<file path="src/rtl/spi_pkg.sv">
// Shared definitions for the SPI register bank: address map,
// commit states and sizing helpers.
package spi_pkg;

    typedef enum logic {
        CLEAN = 1'b0,
        DIRTY = 1'b1
    } commit_state_t;

    localparam int RO_BASE = 0;

    function automatic int rw_base(input int num_ro);
        return RO_BASE + num_ro;
    endfunction

    function automatic int errcnt_addr(input int depth);
        return (1 << depth) - 1;
    endfunction

    function automatic int clog2(input int v);
        int r;
        r = 0;
        while ((1 << r) < v) r++;
        return r;
    endfunction

endpackage

</file>
<file path="src/rtl/spi_register_bank_if.sv">
// Host-side register access bus between the SPI slave
// and the register bank.
interface spi_register_bank_if #(
    parameter int WIDTH = 8,
    parameter int DEPTH = 4
);
    logic             START;
    logic             WREN;
    logic [DEPTH-1:0] ADDRESS;
    logic [WIDTH-1:0] WRITE_DATA;
    logic [WIDTH-1:0] READ_DATA;

    modport master (
        output START, WREN, ADDRESS, WRITE_DATA,
        input  READ_DATA
    );

    modport slave (
        input  START, WREN, ADDRESS, WRITE_DATA,
        output READ_DATA
    );
endinterface

</file>
<file path="src/rtl/spi_commit_ctrl.sv">
// Decides when dirty control shadows are pushed to the
// active registers: on START or after an idle timeout.
module spi_commit_ctrl
    import spi_pkg::*;
#(
    parameter int COMMIT_IDLE = 1024
) (
    input  logic CLK,
    input  logic RESET_N,
    input  logic start,
    input  logic rw_write,
    input  logic any_write,
    output logic commit,
    output logic dirty
);
    localparam int CW = clog2(COMMIT_IDLE + 1);
    localparam logic [CW-1:0] IDLE_LAST = CW'(COMMIT_IDLE - 1);

    commit_state_t state, state_nxt;
    logic [CW-1:0] idle, idle_nxt;

    always_ff @(posedge CLK) begin
        if (!RESET_N) begin
            state <= CLEAN;
            idle  <= '0;
        end else begin
            state <= state_nxt;
            idle  <= idle_nxt;
        end
    end

    always_comb begin
        state_nxt = state;
        idle_nxt  = idle;
        commit    = 1'b0;
        unique case (state)
            CLEAN: begin
                if (rw_write) begin
                    state_nxt = DIRTY;
                    idle_nxt  = '0;
                end
            end
            DIRTY: begin
                // a write landing with the commit starts a new dirty window
                if (start || (!any_write && idle == IDLE_LAST)) begin
                    commit    = 1'b1;
                    state_nxt = rw_write ? DIRTY : CLEAN;
                    idle_nxt  = '0;
                end else if (any_write) begin
                    idle_nxt = '0;
                end else begin
                    idle_nxt = idle + CW'(1);
                end
            end
            default: begin
                state_nxt = CLEAN;
                idle_nxt  = '0;
            end
        endcase
    end

    assign dirty = (state == DIRTY);
endmodule

</file>
<file path="src/rtl/spi_register_bank.sv">
// Register bank behind the SPI slave: status snapshot, shadowed
// control registers with atomic commit, sticky error counter.
module spi_register_bank
    import spi_pkg::*;
#(
    parameter int WIDTH       = 8,
    parameter int DEPTH       = 4,
    parameter int NUM_RO      = 4,
    parameter int NUM_RW      = 8,
    parameter int COMMIT_IDLE = 1024,
    parameter logic [NUM_RW*WIDTH-1:0] CTRL_RESET = '0
) (
    input  logic                     CLK,
    input  logic                     RESET_N,
    spi_register_bank_if.slave       bus,
    input  logic [NUM_RO*WIDTH-1:0]  STATUS_IN,
    output logic [NUM_RW*WIDTH-1:0]  CTRL_OUT,
    output logic                     COMMIT,
    output logic                     ERROR
);
    localparam int RW_BASE  = rw_base(NUM_RO);
    localparam int ERR_ADDR = errcnt_addr(DEPTH);

    if (NUM_RO + NUM_RW + 1 > (1 << DEPTH)) begin : g_map_check
        $error("register map does not fit the address space");
    end

    logic [WIDTH-1:0] snap   [NUM_RO];
    logic [WIDTH-1:0] shadow [NUM_RW];
    logic [WIDTH-1:0] active [NUM_RW];
    logic [WIDTH-1:0] errcnt, errcnt_nxt, rd_nxt;
    logic             rw_hit, err_hit, commit, dirty;

    always_comb begin
        rw_hit  = 1'b0;
        err_hit = (bus.ADDRESS == DEPTH'(ERR_ADDR));
        rd_nxt  = '0;
        for (int k = 0; k < NUM_RO; k++)
            if (bus.ADDRESS == DEPTH'(RO_BASE + k)) rd_nxt = snap[k];
        for (int k = 0; k < NUM_RW; k++)
            if (bus.ADDRESS == DEPTH'(RW_BASE + k)) begin
                rw_hit = 1'b1;
                rd_nxt = shadow[k];
            end
        if (err_hit) rd_nxt = errcnt;
    end

    always_comb begin
        errcnt_nxt = errcnt;
        if (bus.WREN) begin
            if (err_hit)
                errcnt_nxt = '0;
            else if (!rw_hit && errcnt != '1)
                errcnt_nxt = errcnt + WIDTH'(1);
        end
    end

    spi_commit_ctrl #(
        .COMMIT_IDLE (COMMIT_IDLE)
    ) u_commit (
        .CLK       (CLK),
        .RESET_N   (RESET_N),
        .start     (bus.START),
        .rw_write  (bus.WREN && rw_hit),
        .any_write (bus.WREN),
        .commit    (commit),
        .dirty     (dirty)
    );

    always_ff @(posedge CLK) begin
        if (!RESET_N) begin
            for (int k = 0; k < NUM_RO; k++) snap[k] <= '0;
            for (int k = 0; k < NUM_RW; k++) begin
                shadow[k] <= CTRL_RESET[k*WIDTH +: WIDTH];
                active[k] <= CTRL_RESET[k*WIDTH +: WIDTH];
            end
            errcnt        <= '0;
            ERROR         <= 1'b0;
            COMMIT        <= 1'b0;
            bus.READ_DATA <= '0;
        end else begin
            if (bus.START)
                for (int k = 0; k < NUM_RO; k++)
                    snap[k] <= STATUS_IN[k*WIDTH +: WIDTH];
            // active takes the shadow as it was before this edge's write
            if (commit && dirty)
                for (int k = 0; k < NUM_RW; k++) active[k] <= shadow[k];
            if (bus.WREN)
                for (int k = 0; k < NUM_RW; k++)
                    if (bus.ADDRESS == DEPTH'(RW_BASE + k))
                        shadow[k] <= bus.WRITE_DATA;
            errcnt        <= errcnt_nxt;
            ERROR         <= (errcnt_nxt != '0);
            COMMIT        <= commit && dirty;
            bus.READ_DATA <= rd_nxt;
        end
    end

    always_comb begin
        CTRL_OUT = '0;
        for (int k = 0; k < NUM_RW; k++)
            CTRL_OUT[k*WIDTH +: WIDTH] = active[k];
    end
endmodule

</file>
<file path="src/flat_wrapper.sv">
// flat-port wrapper written by rule: the top's interface ports become plain ports
module spi_register_bank_flat import spi_pkg::*;
#(
    parameter int WIDTH       = 8,
    parameter int DEPTH       = 4,
    parameter int NUM_RO      = 4,
    parameter int NUM_RW      = 8,
    parameter int COMMIT_IDLE = 1024,
    parameter logic [NUM_RW*WIDTH-1:0] CTRL_RESET = '0
)
  (CLK, RESET_N, STATUS_IN, CTRL_OUT, COMMIT, ERROR, bus_START, bus_WREN, bus_ADDRESS, bus_WRITE_DATA, bus_READ_DATA);
  spi_register_bank_if #(.WIDTH(WIDTH), .DEPTH(DEPTH)) bus_i ();
  input  logic CLK;
  input  logic RESET_N;
  input  logic [NUM_RO*WIDTH-1:0] STATUS_IN;
  output logic [NUM_RW*WIDTH-1:0] CTRL_OUT;
  output logic COMMIT;
  output logic ERROR;
  input wire logic [$bits(bus_i.START)-1:0] bus_START;
  input wire logic [$bits(bus_i.WREN)-1:0] bus_WREN;
  input wire logic [$bits(bus_i.ADDRESS)-1:0] bus_ADDRESS;
  input wire logic [$bits(bus_i.WRITE_DATA)-1:0] bus_WRITE_DATA;
  output wire logic [$bits(bus_i.READ_DATA)-1:0] bus_READ_DATA;
  assign bus_i.START = bus_START;
  assign bus_i.WREN = bus_WREN;
  assign bus_i.ADDRESS = bus_ADDRESS;
  assign bus_i.WRITE_DATA = bus_WRITE_DATA;
  assign bus_READ_DATA = bus_i.READ_DATA;
  spi_register_bank #(.WIDTH(WIDTH), .DEPTH(DEPTH), .NUM_RO(NUM_RO), .NUM_RW(NUM_RW), .COMMIT_IDLE(COMMIT_IDLE), .CTRL_RESET(CTRL_RESET)) u_core (.CLK(CLK), .RESET_N(RESET_N), .bus(bus_i), .STATUS_IN(STATUS_IN), .CTRL_OUT(CTRL_OUT), .COMMIT(COMMIT), .ERROR(ERROR));
endmodule
</file>
<file path="config.mk">
export PLATFORM = sky130hd
export DESIGN_NAME = spi_register_bank_flat
export DESIGN_NICKNAME = d
export VERILOG_FILES = /design/src/rtl/spi_pkg.sv /design/src/rtl/spi_register_bank_if.sv /design/src/rtl/spi_commit_ctrl.sv /design/src/rtl/spi_register_bank.sv /design/src/flat_wrapper.sv
export SDC_FILE = /design/constraint.sdc
export NUM_CORES = 1
export LEC_CHECK = 0
export CAP_MARGIN = 20
export CORE_UTILIZATION = 54
export CTS_CLUSTER_SIZE = 16
export DETAILED_ROUTE_END_ITERATION = 10
export PLACE_DENSITY_LB_ADDON = 0.2
export SLEW_MARGIN = 10
export SYNTH_ARGS = -nofsm -noshare
export SYNTH_HDL_FRONTEND = slang
export SYNTH_SLANG_ARGS = --single-unit
</file>
<file path="constraint.sdc">
create_clock -name CLK -period 4.4 [get_ports CLK]
set_input_delay 1.1 -clock CLK [delete_from_list [all_inputs] [get_ports CLK]]
set_output_delay 1.1 -clock CLK [all_outputs]
set_load 0.05 [all_outputs]
</file>
---- After elaboration in Yosys (flattened, before gate mapping) ----
Memory sizes are Yosys's and may differ from the RTL's.
Index checks and enable logic that the tools add are counted.
storage, ports and cells
  bits in registers ....................... 30
  RAM bits ................................ 160
  output and inout port bits .............. 74
  bits of input ports ..................... 48
  word-level logic and storage cells ...... 147
  memories ................................ 3
memory list
  name           words  width  rd ports  clocked after memory_dff  wr ports  RTL line                 text
  u_core.active  8      8      8         0                         8         spi_register_bank.sv:30  logic [WIDTH-1:0] active [NUM_RW];
  u_core.shadow  8      8      8         0                         8         spi_register_bank.sv:29  logic [WIDTH-1:0] shadow [NUM_RW];
  u_core.snap    4      8      4         0                         4         spi_register_bank.sv:28  logic [WIDTH-1:0] snap [NUM_RO];
cells by class
  add/subtract/negate cells ............... 2
  multiplexer cells ....................... 91
  bitwise gates (word level) .............. 21
  eq/ne operators ......................... 15
  reductions and logical operators ........ 9
operators with widths
  cell                                             count
  2-to-1 mux 8 bit                                 36
  2-to-1 mux 1 bit                                 50
  2-to-1 mux 11 bit                                3
  case mux 11 bit (2 select lines)                 1
  == test 4 bit, second input constant             5
  bitwise OR 1 bit                                 20
  == test 4 x 3 -> 1 bit, second input constant    4
  adder 11 x 1 -> 11 bit, second input constant    1
  == test 11 x 10 -> 1 bit, second input constant  1
  adder 8 x 1 -> 8 bit, second input constant      1
  == test 4 x 2 -> 1 bit, second input constant    2
  inequality test 8 bit, second input constant     1
  nonzero test 8 bit                               1
  == test 4 x 1 -> 1 bit, second input constant    1
  logical AND 1 bit                                4
  logical NOT 4 bit                                1
  logical NOT 1 bit                                2
  inequality test 2 bit, second input constant     1
  case mux 1 bit (2 select lines)                  1
  logical OR 1 bit                                 1
  NOT 1 bit                                        1

---- Depth between registers and ports, before layout ----
Gate-level depths: netlist of run 1.
  depth in word-level cells ............... 15
  depth in mapped cells ................... 9
  depth with buffers taken out ............ 7

---- Modules after synthesis ----
Synthesis of run 1 repeated with hierarchy kept, for this count alone.
second synthesis, totals
  cell total of the unflattened synthesis .. 635
  area, all modules ....................... 8207.9 um^2
modules (own cells, without submodules)
  module             sequential area each (um^2)  area an instance (um^2)  instances  cells each
  spi_register_bank  5165.0                       7532.2                   1          554
  spi_commit_ctrl    240.2                        675.6                    1          81

---- Worst setup path before layout of run 1 ----
OpenSTA, ideal clock, no wires.
  path kind ............................... in2reg
  start ................................... in RESET_N
  end ..................................... mem u_core.active[0][0], enable pin
  stages on the path ...................... 4
  library setup time ...................... 0.688 ns
  arrival time ............................ 2.976 ns
  path buffers ............................ 3
  required time ........................... 3.712 ns
  path slack .............................. 0.736 ns
  cell sequence ........................... clkbuf_1 clkbuf_1 clkbuf_1 nand2_1
RTL lines
  what                RTL line                 text
  start: declaration  flat_wrapper.sv:14       input logic RESET_N;
  end: declaration    spi_register_bank.sv:30

==> metrics.yaml, run 1 <==
antenna-diode-count: 0
cts_tree: "yes"
final_common_cell: "edfxtp_1"
rsz0062_at_grt: "no"
netlist_area_sq_um: 8220
clkLatencyLatePin_ns: 0.44
gp_congestion: 0.961
track_usage_pct: 25.9
die_w_microns: 125
min_to: "u_core.u_commit.idle[10]"
fmax_mhz: 311
worstSetupPathType: "in2reg"
r2r-end: "u_core.active[0][14]"
area_growth_pct: 24.6
vias: 5770
io_pins: 122
drcViolationCount: 6
gr-total-overflow: 0
place_area_sq_um: 9620
peakVddDrop_uv: 260
cts.sinks: 190
totalWireLength_mm: 19.4
dp.cells: 955
skew_ns: 0.0142
hold_viol_final: 0
finalCritPeriodShare_pct: 73.0
synth-seq-cells: 190
die-height_microns: 125
syn-num-nets: 724
design_power_total_w: 0.00425
fin_ws_ns: 1.19
nets: 841
critPathMaxFanout: 10
grt_pass1_vias: 5635
cts_buffers: 17
maxCapViolCount: 0
ant_nets: 0
path_clk_slew_ns: 0.07
ctsRootBufferMaster: "clkbuf_16"
setup_viol: 0
holdPathStages: 2
yosysWarnings: 0
final_cell_area_sq_um: 10200
ff2ff_path_depth: 8
p_per_area_nw_per_um2: 415
holdCritStartpoint: "u_core.u_commit.idle[10]"
stdcell_count: 988
post_cts_resized: 0
synth-edff-count: 160
layout_common_cells: "edfxtp_1 (160), clkdlybuf4s50_1 (120), nor2_1 (80)"
leakage_nw: 3.84
tightest_slew_ns: 0.943
grt_start_max_net_pins: 65
dr.first_iter.drc_count: 421
postSynthCellCount: 674
relSlewSlack_pct: 37.1
seq_area_frac_synth_pct: 65.8
core_sq_um: 14700
ys.flop_type: "edfxtp_1"
drive_above_1_share_pct: 9.08
outcome: "finished, violations left"
cts_setup_buffers: 0
fin_setup_tns_ns: 0
htreeDepth: 4
dieArea_sq_um: 15700
critPathLaunchType: "input port"
crit_arrival_ns: 3.30
reg2reg_slack_ns: 1.86
async_flop_share_pct: 0
grt_pass1_wl_mm: 30.0
violations: "design-rule violations"
holdCritPathClass: "reg2reg"
hpwl_mm: 13.8
cts_buffer_depth: 2
wl_per_cell_microns: 19.7
hold_buffers: 0
via_per_inst: 5.84
antenna_found_initial: 0
min_period_ns: 3.21
r2r_start: "u_core.u_commit.idle[0]"
port_buffers: 121
slew_viol_final: 0
synth_cell_types: 56
firstDrtPassIters: 8
setup.worst_path.end_class: "flip-flop"
initial_core_util_pct: 55.9
post-place-ws_ns: 0.784
cp.required_ns: 4.49
synth_area_per_cell_sq_um: 12.2
rows: 44
-- metrics by stage --
| stage | hold slack [ns] | util, % |
|---|---|---|
| final | 0.435 | 69.7 |
| after global routing | 0.460 | 69.7 |
| after CTS | 0.433 | 69.6 |
| after detailed placement | 0.420 | 65.4 |
| after global placement | 0.411 | 65.4 |
| after floorplan | 0.404 | - |
-- worst max path at each step --
stage | to | cells after the start | from
global route | u_core.shadow[0][2] | 4 | bus_ADDRESS[2]
floorplan | u_core.active[0][0] | 4 | RESET_N
finish | u_core.shadow[0][6] | 4 | bus_ADDRESS[2]
detailed placement | u_core.shadow[0][6] | 4 | bus_ADDRESS[2]
CTS | u_core.shadow[0][6] | 4 | bus_ADDRESS[2]
global placement | u_core.ERROR | 6 | bus_WREN
-- synth_stat cells, drive strengths merged (2+ instances only) --
cell / count / area [sq um]
and3: 37 / 231
a22oi: 2 / 15.0
xor2: 2 / 17.5
nand2b: 9 / 56.3
nor3: 5 / 30.0
a32o: 2 / 20.0
inv: 13 / 48.8
nand3: 16 / 85.1
o21ai: 32 / 164
o311ai: 3 / 26.3
a211oi: 2 / 15.0
or2: 3 / 18.8
nand4b: 2 / 17.5
a22o: 4 / 35.0
edfxtp: 160 / 4800
ha: 2 / 25.0
a221oi: 2 / 17.5
a32oi: 2 / 17.5
a31oi: 5 / 31.3
o221ai: 4 / 35.0
o221a: 2 / 22.5
xnor2: 5 / 62.6
nor2: 80 / 300
a21oi: 39 / 195
nor2b: 9 / 56.3
buf: 10 / 56.3
o22ai: 5 / 31.3
dfxtp: 30 / 601
mux4: 9 / 203
mux2: 5 / 56.3
nand2: 54 / 205
clkbuf: 29 / 110
mux2i: 6 / 60.1
or3: 2 / 12.5
o311a: 2 / 20.0
and2: 69 / 432
-- state kept, by name, summed over array words and instances (netlist names) --
signal and count:
u_core.COMMIT 1, u_core.ERROR 1, u_core.active 64, u_core.bus.READ_DATA 8
u_core.errcnt 8, u_core.shadow 64, u_core.snap 32, u_core.u_commit.dirty 1
u_core.u_commit.idle 11
-- cell families (layout without fill, tap and decap cells) --
kind of cell	Yosys count	after routing	synth area share (%)
AO/OA/AOI/OAI	112	112	8.43
flip-flops	190	190	65.8
multiplexers	20	20	3.88
buffers and inverters	52	182	2.62
XOR/XNOR	7	7	0.974
AND/OR/NAND/NOR	291	291	18.0
adder cells (fa/ha/maj)	2	2	0.304
-- final cells by class --
cell class / count / area (sq um)
well taps: 184 / 230
flip-flops and latches: 190 / 5410
inverters: 13 / 48.8
clock inverters: 13 / 164
repair buffers: 137 / 1350
multi-input cells: 432 / 2600
fillers: 1060 / 4460
clock buffers: 19 / 443
-- where the power goes --
part / internal, W / total (W) / switching (W)
sequential: 0.00207 / 0.00213 / 0.0000568
clock: 0.000913 / 0.00157 / 0.000660
combinational: 0.000197 / 0.000545 / 0.000349
-- layer usage --
layer  GRT usage [%]  up-vias  wire (microns)
met2            42.5      287            9400
met5               0        -               0
met1            33.4     2777            7820
met3            5.61       35            1660
met4            11.3        0             528
li1                -     2671               -
-- critical path, stage by stage --
cell             delay, ns
clkdlybuf4s50_1       0.64
nor2b_1               0.70
nand3_1               0.43
nand2_1               0.42
(Power assumes the default switching activity.)
==> inputs of run 2 (changes only) <==
Settings changed: CORE_UTILIZATION 54 to 49.
Clock period 4.4 ns to 2.79 ns, I/O delays scaled along.
==> run 2 against run 1 <==
Compared with the run above:
- register-to-register slack got worse by 1.6 ns
- total power increased by 51%
- the flow now finishes without violations
- sequential power increased by 58%
- critical path depth increased by 4
- first-iteration DRC count increased by 42%
- clock-buffer cell count decreased by 1
- sequential cell count unchanged
- setup slack got worse by 0.89 ns
- critical path type is now reg2reg
- utilization decreased by 5.1 points
- critical endpoint is now u_core.active[0][0]
- final area increased by 1.6%
- routed wire length decreased by 2.3%
- sequential share of layout area decreased by 0.84 points
==> metrics.yaml, run 2 (synthesis gave the netlist of run 1 again) <==
outcome: "completed"
firstDrtPassIters: 5  # -3
fin_setup_tns_ns: 0  # unchanged
skew_ns: 0.0106  # -0.00368 ns
cts.sinks: 190  # unchanged
track_usage_pct: 22.9  # -3.0 points
grt_pass1_wl_mm: 29.6  # -1.2%
clkLatencyLatePin_ns: 0.44  # about the same
holdCritPathClass: "reg2reg"
drive_above_1_share_pct: 11.2  # +2.1 points
initial_core_util_pct: 51.0  # -4.9 points
layout_common_cells: "edfxtp_1 (160), clkdlybuf4s50_1 (119), nor2_1 (80)"
p_per_area_nw_per_um2: 617  # +49%
critical_path.max_stage_delay_ns: 0.42  # -0.28 ns
io_pins: 122  # unchanged
finalCritPeriodShare_pct: 89.1
wl_per_cell_microns: 18.2  # -7.3%
gp_congestion: 0.956  # -0.49%
critPathMaxFanout: 64  # +54
reg_top3: "u_core.active x64, u_core.shadow x64, u_core.snap x32"
hpwl_mm: 13.7  # -0.54%
vias: 5701  # -1.2%
antenna-diode-count: 0  # unchanged
design_power_total_w: 0.00642  # +51%
critPathLaunchType: "flip-flop"
cp.required_ns: 2.89  # -1.60 ns
ff2ff_path_depth: 8  # unchanged
via_per_inst: 5.48  # -6.2%
rsz0062_at_grt: "no"
worstSetupPathType: "reg2reg"
setup.worst_path.end_class: "flip-flop"
peakVddDrop_uv: 423  # +63%
maxCapViolCount: 0  # unchanged
dr.first_iter.drc_count: 596  # +42%
core_sq_um: 16100  # +9.6%
holdPathStages: 2  # unchanged
ctsRootBufferMaster: "clkbuf_16"
rows: 46  # +4.5%
gr-total-overflow: 0  # unchanged
dieArea_sq_um: 17300  # +10%
final_common_cell: "edfxtp_1"
cp_slowest_cell: "dfxtp_1"
cts_buffers: 17  # unchanged
hold_viol_final: 0  # unchanged
htreeDepth: 4  # unchanged
setup_viol: 0  # unchanged
leakage_nw: 3.91  # +1.7%
nets: 862  # +2.5%
die_w_microns: 132  # +4.9%
cts_setup_buffers: 0  # unchanged
die-height_microns: 132  # +4.9%
area_growth_pct: 26.6
drcViolationCount: 0  # -6
totalWireLength_mm: 19.0  # -2.3%
antenna_found_initial: 0  # unchanged
fmax_mhz: 402
post_cts_resized: 0  # unchanged
cts_tree: "yes"
n_fill_cell: 1268  # +20%
path_clk_slew_ns: 0.07  # about the same
relSlewSlack_pct: 62.5  # +25 points
ant_nets: 0  # unchanged
port_buffers: 121  # unchanged
slew_viol_final: 0  # unchanged
grt_start_max_net_pins: 65  # unchanged
min_period_ns: 2.49
grt_pass1_vias: 5476  # -2.8%
crit_arrival_ns: 2.58  # -0.72 ns
tightest_slew_ns: 0.562  # -0.381 ns
hold_buffers: 0  # unchanged
cts_buffer_depth: 2  # unchanged
worstPathCellList: "ha_1, nand3_2, nor3_2, nand4b_1, o21bai_1, nand2_1, nand2_2, buf_12"
-- run 2: critical path: cells and delay by family, from the launching register on --
| kind | cells | cell delay [ns] |
|---|---|---|
| AND/OR/NAND/NOR | 5 | 0.86 |
| AO/OA/AOI/OAI | 1 | 0.28 |
| flip-flops | 1 | 0.42 |
| adder cells (fa/ha/maj) | 1 | 0.24 |
| buffers and inverters | 1 | 0.26 |
-- run 2: routing by layer --
| metal | vias to the layer above | part of all wire (%) | wire, microns | global-route usage, % |
|---|---|---|---|---|
| met2 | 240 | 47 | 8970 | 35.9 |
| met1 | 2712 | 43 | 8170 | 30.8 |
| met4 | 0 | 2.2 | 415 | 8.66 |
| li1 | 2720 | - | - | - |
| met3 | 29 | 7.4 | 1410 | 5.75 |
| met5 | - | 0 | 0 | 0 |
-- run 2: power breakdown --
group,total (W),internal [W],leakage (nW),switching [W]
sequential,0.00336,0.00327,1.87,0.0000917
combinational,0.000883,0.000336,1.79,0.000547
clock,0.00218,0.00114,0.246,0.00104
total,0.00642,0.00474,3.91,0.00168
-- run 2: area by class of cell --
cell class / count / area (sq um) / area share [%]
tap: 216 / 270 / 2.60
inverter: 13 / 48.8 / 0.469
multi-input combinational: 432 / 2600 / 25.0
clock inverter: 14 / 95.1 / 0.914
timing repair buffer: 158 / 1550 / 14.9
sequential: 190 / 5410 / 52.0
clock buffer: 18 / 429 / 4.13
-- run 2: worst paths after layout --
path,endpoint,from,slack [ns]
max,u_core.active[0][0],u_core.u_commit.idle[0],0.30
min,u_core.u_commit.idle[10],u_core.u_commit.idle[10],0.43
max reg2reg,u_core.active[0][0],u_core.u_commit.idle[0],0.30
min reg2reg,u_core.u_commit.idle[10],u_core.u_commit.idle[10],0.43
-- run 2: through the flow --
step	std cells	hold slack (ns)	util [%]	setup WS, ns	instance area, sq um
2_1_floorplan	674	0.404	-	0.157	8220
4_1_cts	1041	0.431	64.6	0.314	10400
6_report	1041	0.430	64.6	0.304	10400
3_5_place_dp	1009	0.421	61.3	-0.103	9880
3_3_place_gp	1009	0.417	61.3	-0.0233	9880
5_1_grt	1041	0.461	64.6	0.117	10400
==> inputs of run 3 (changes only) <==
Settings changed: RECOVER_POWER set to 50.
==> run 3 against run 2 <==
Compared with the run above:
- total power shrank 0.35%
- routed wire length grew 0.31%
- final cell count is the same
- global-route usage is the same
- non-clock buffer count is the same
- first-iteration DRC count shrank 3.2%
- combinational power shrank 2%
- final area shrank 0.58%
==> metrics.yaml, run 3 (synthesis gave the netlist of run 1 again) <==
post-place-ws_ns: -0.103  # unchanged
n_fill_cell: 1282  # +1.1%
outcome: "completed"
cts_setup_buffers: 0  # unchanged
pwr-share-comb_pct: 13.5  # -0.3 points
seq_area_sq_um: 5410  # unchanged
place_area_sq_um: 9880  # unchanged
hpwl_mm: 13.7  # unchanged
gr-total-overflow: 0  # unchanged
totalWireLength_mm: 19.0  # +0.31%
antenna-diode-count: 0  # unchanged
clkLatencyLatePin_ns: 0.44  # about the same
ant_nets: 0  # unchanged
fmax_mhz: 384  # -4.5%
relSlewSlack_pct: 23.3  # -39 points
cts_tree: "yes"
post_cts_resized: 0  # unchanged
cts_buffers: 17  # unchanged
via_per_inst: 5.48  # about the same
track_usage_pct: 22.9  # unchanged
leakage_nw: 3.92  # +0.46%
gr-max-usage-layer: "met2"
gp_congestion: 0.956  # unchanged
min_period_ns: 2.60  # +0.117 ns
critPathLaunchType: "input port"
ctsRootBufferMaster: "clkbuf_16"
antenna_found_initial: 0  # unchanged
dp.cells: 1009  # unchanged
htreeDepth: 4  # unchanged
die-height_microns: 132  # unchanged
final_common_cell: "edfxtp_1"
die_w_microns: 132  # unchanged
fin_setup_tns_ns: 0  # unchanged
vias: 5703  # +0.035%
grt_pass1_wl_mm: 29.6  # unchanged
path_clk_slew_ns: 0.07  # about the same
crit_arrival_ns: 2.91  # +0.33 ns
peakVddDrop_uv: 424  # +0.28%
hold_viol_final: 0  # unchanged
design_power_total_w: 0.00640  # -0.35%
cp.required_ns: 3.10  # +0.21 ns
gr-usage-met1_pct: 30.8  # unchanged
intPower_w: 0.00472  # -0.43%
drive_above_1_share_pct: 10.2  # -0.97 points
dr.first_iter.drc_count: 577  # -3.2%
initial_core_util_pct: 51.0  # unchanged
nets: 862  # unchanged
seq_power_share_pct: 52.5  # +0.2 points
hold_buffers: 0  # unchanged
stdcell_count: 1041  # unchanged
holdCritPathClass: "reg2reg"
setup.worst_path.end_class: "flip-flop"
firstDrtPassIters: 5  # unchanged
core_sq_um: 16100  # unchanged
netSwitchingFraction_pct: 26.3  # +0.058 points
p_switching_w: 0.00168  # -0.13%
skew_ns: 0.00843  # -0.00213 ns
reg_top3: "u_core.active x64, u_core.shadow x64, u_core.snap x32"
holdPathStages: 2  # unchanged
cts.sinks: 190  # unchanged
drcViolationCount: 0  # unchanged
layout_common_cells: "edfxtp_1 (160), nor2_1 (80), clkdlybuf4s50_1 (77)"
grt_util_met2_pct: 35.9  # unchanged
setup_viol: 0  # unchanged
slew_viol_final: 0  # unchanged
area_growth_pct: 25.8
met3_usage_pct: 5.75  # unchanged
worstSetupPathType: "in2reg"
cts_buffer_depth: 2  # unchanged
final_cell_area_sq_um: 10300  # -0.58%
rows: 46  # unchanged
rsz0062_at_grt: "no"
multiInputGateArea_sq_um: 2600  # unchanged
wl_per_cell_microns: 18.3  # +0.31%
port_buffers: 121  # unchanged
maxCapViolCount: 0  # unchanged
critPathMaxFanout: 23  # -64%
grt_pass1_vias: 5476  # unchanged
tightest_slew_ns: 1.15  # +0.589 ns
finalCritPeriodShare_pct: 93.3  # +4.2 points
clock_power_share_pct: 34.0  # about the same
grt_start_max_net_pins: 65  # unchanged
dieArea_sq_um: 17300  # unchanged
io_pins: 122  # unchanged
p_per_area_nw_per_um2: 619  # +0.23%
ff2ff_path_depth: 8  # unchanged
fin_ws_ns: 0.187  # -0.117 ns
[run 3: area by class of cell]
cell class,instances,area share [%]
clock buffer,18,4.15
clock inverter,14,0.919
inverter,13,0.472
multi-input combinational,432,25.1
sequential,190,52.3
tap,216,2.61
timing repair buffer,158,14.4
[run 3: final timing paths]
| path | slack [ns] | endpoint | from |
|---|---|---|---|
| setup / recovery | 0.19 | u_core.ERROR | bus_ADDRESS[3] |
| hold / removal | 0.43 | u_core.u_commit.idle[10] | u_core.u_commit.idle[10] |
| setup reg to reg | 0.31 | u_core.active[0][0] | u_core.u_commit.idle[0] |
| hold reg to reg | 0.43 | u_core.u_commit.idle[10] | u_core.u_commit.idle[10] |
[run 3: worst max-delay path, stage by stage]
cell and delay (ns):
dlygate4sd3_1 0.64, clkbuf_2 0.47, nand3_1 0.20, o21ai_2 0.27
buf_4 0.19, a21oi_1 0.04, or4_1 0.40
[run 3: through the flow]
step,hold WS (ns),utilization (%)
after floorplan,0.404,-
after global placement,0.417,61.3
after detailed placement,0.421,61.3
after CTS,0.431,64.6
after global routing,0.461,64.2
final,0.430,64.2
[run 3: power by group through the flow]
stage	clock network [W]	registers (W)	logic [W]
after CTS	0.00220	0.00336	0.000885
after detailed placement	0	0.00342	0.000883
final	0.00218	0.00336	0.000863
after global placement	0	0.00341	0.000875
after global routing	0.00233	0.00337	0.000915
after floorplan	0	0.00363	0.000290
[run 3: metal layers]
| metal | vias up | share of wire [%] |
|---|---|---|
| li1 | 2725 | - |
| met1 | 2709 | 43 |
| met2 | 243 | 48 |
| met3 | 26 | 7.5 |
| met4 | 0 | 2.1 |
| met5 | - | 0 |
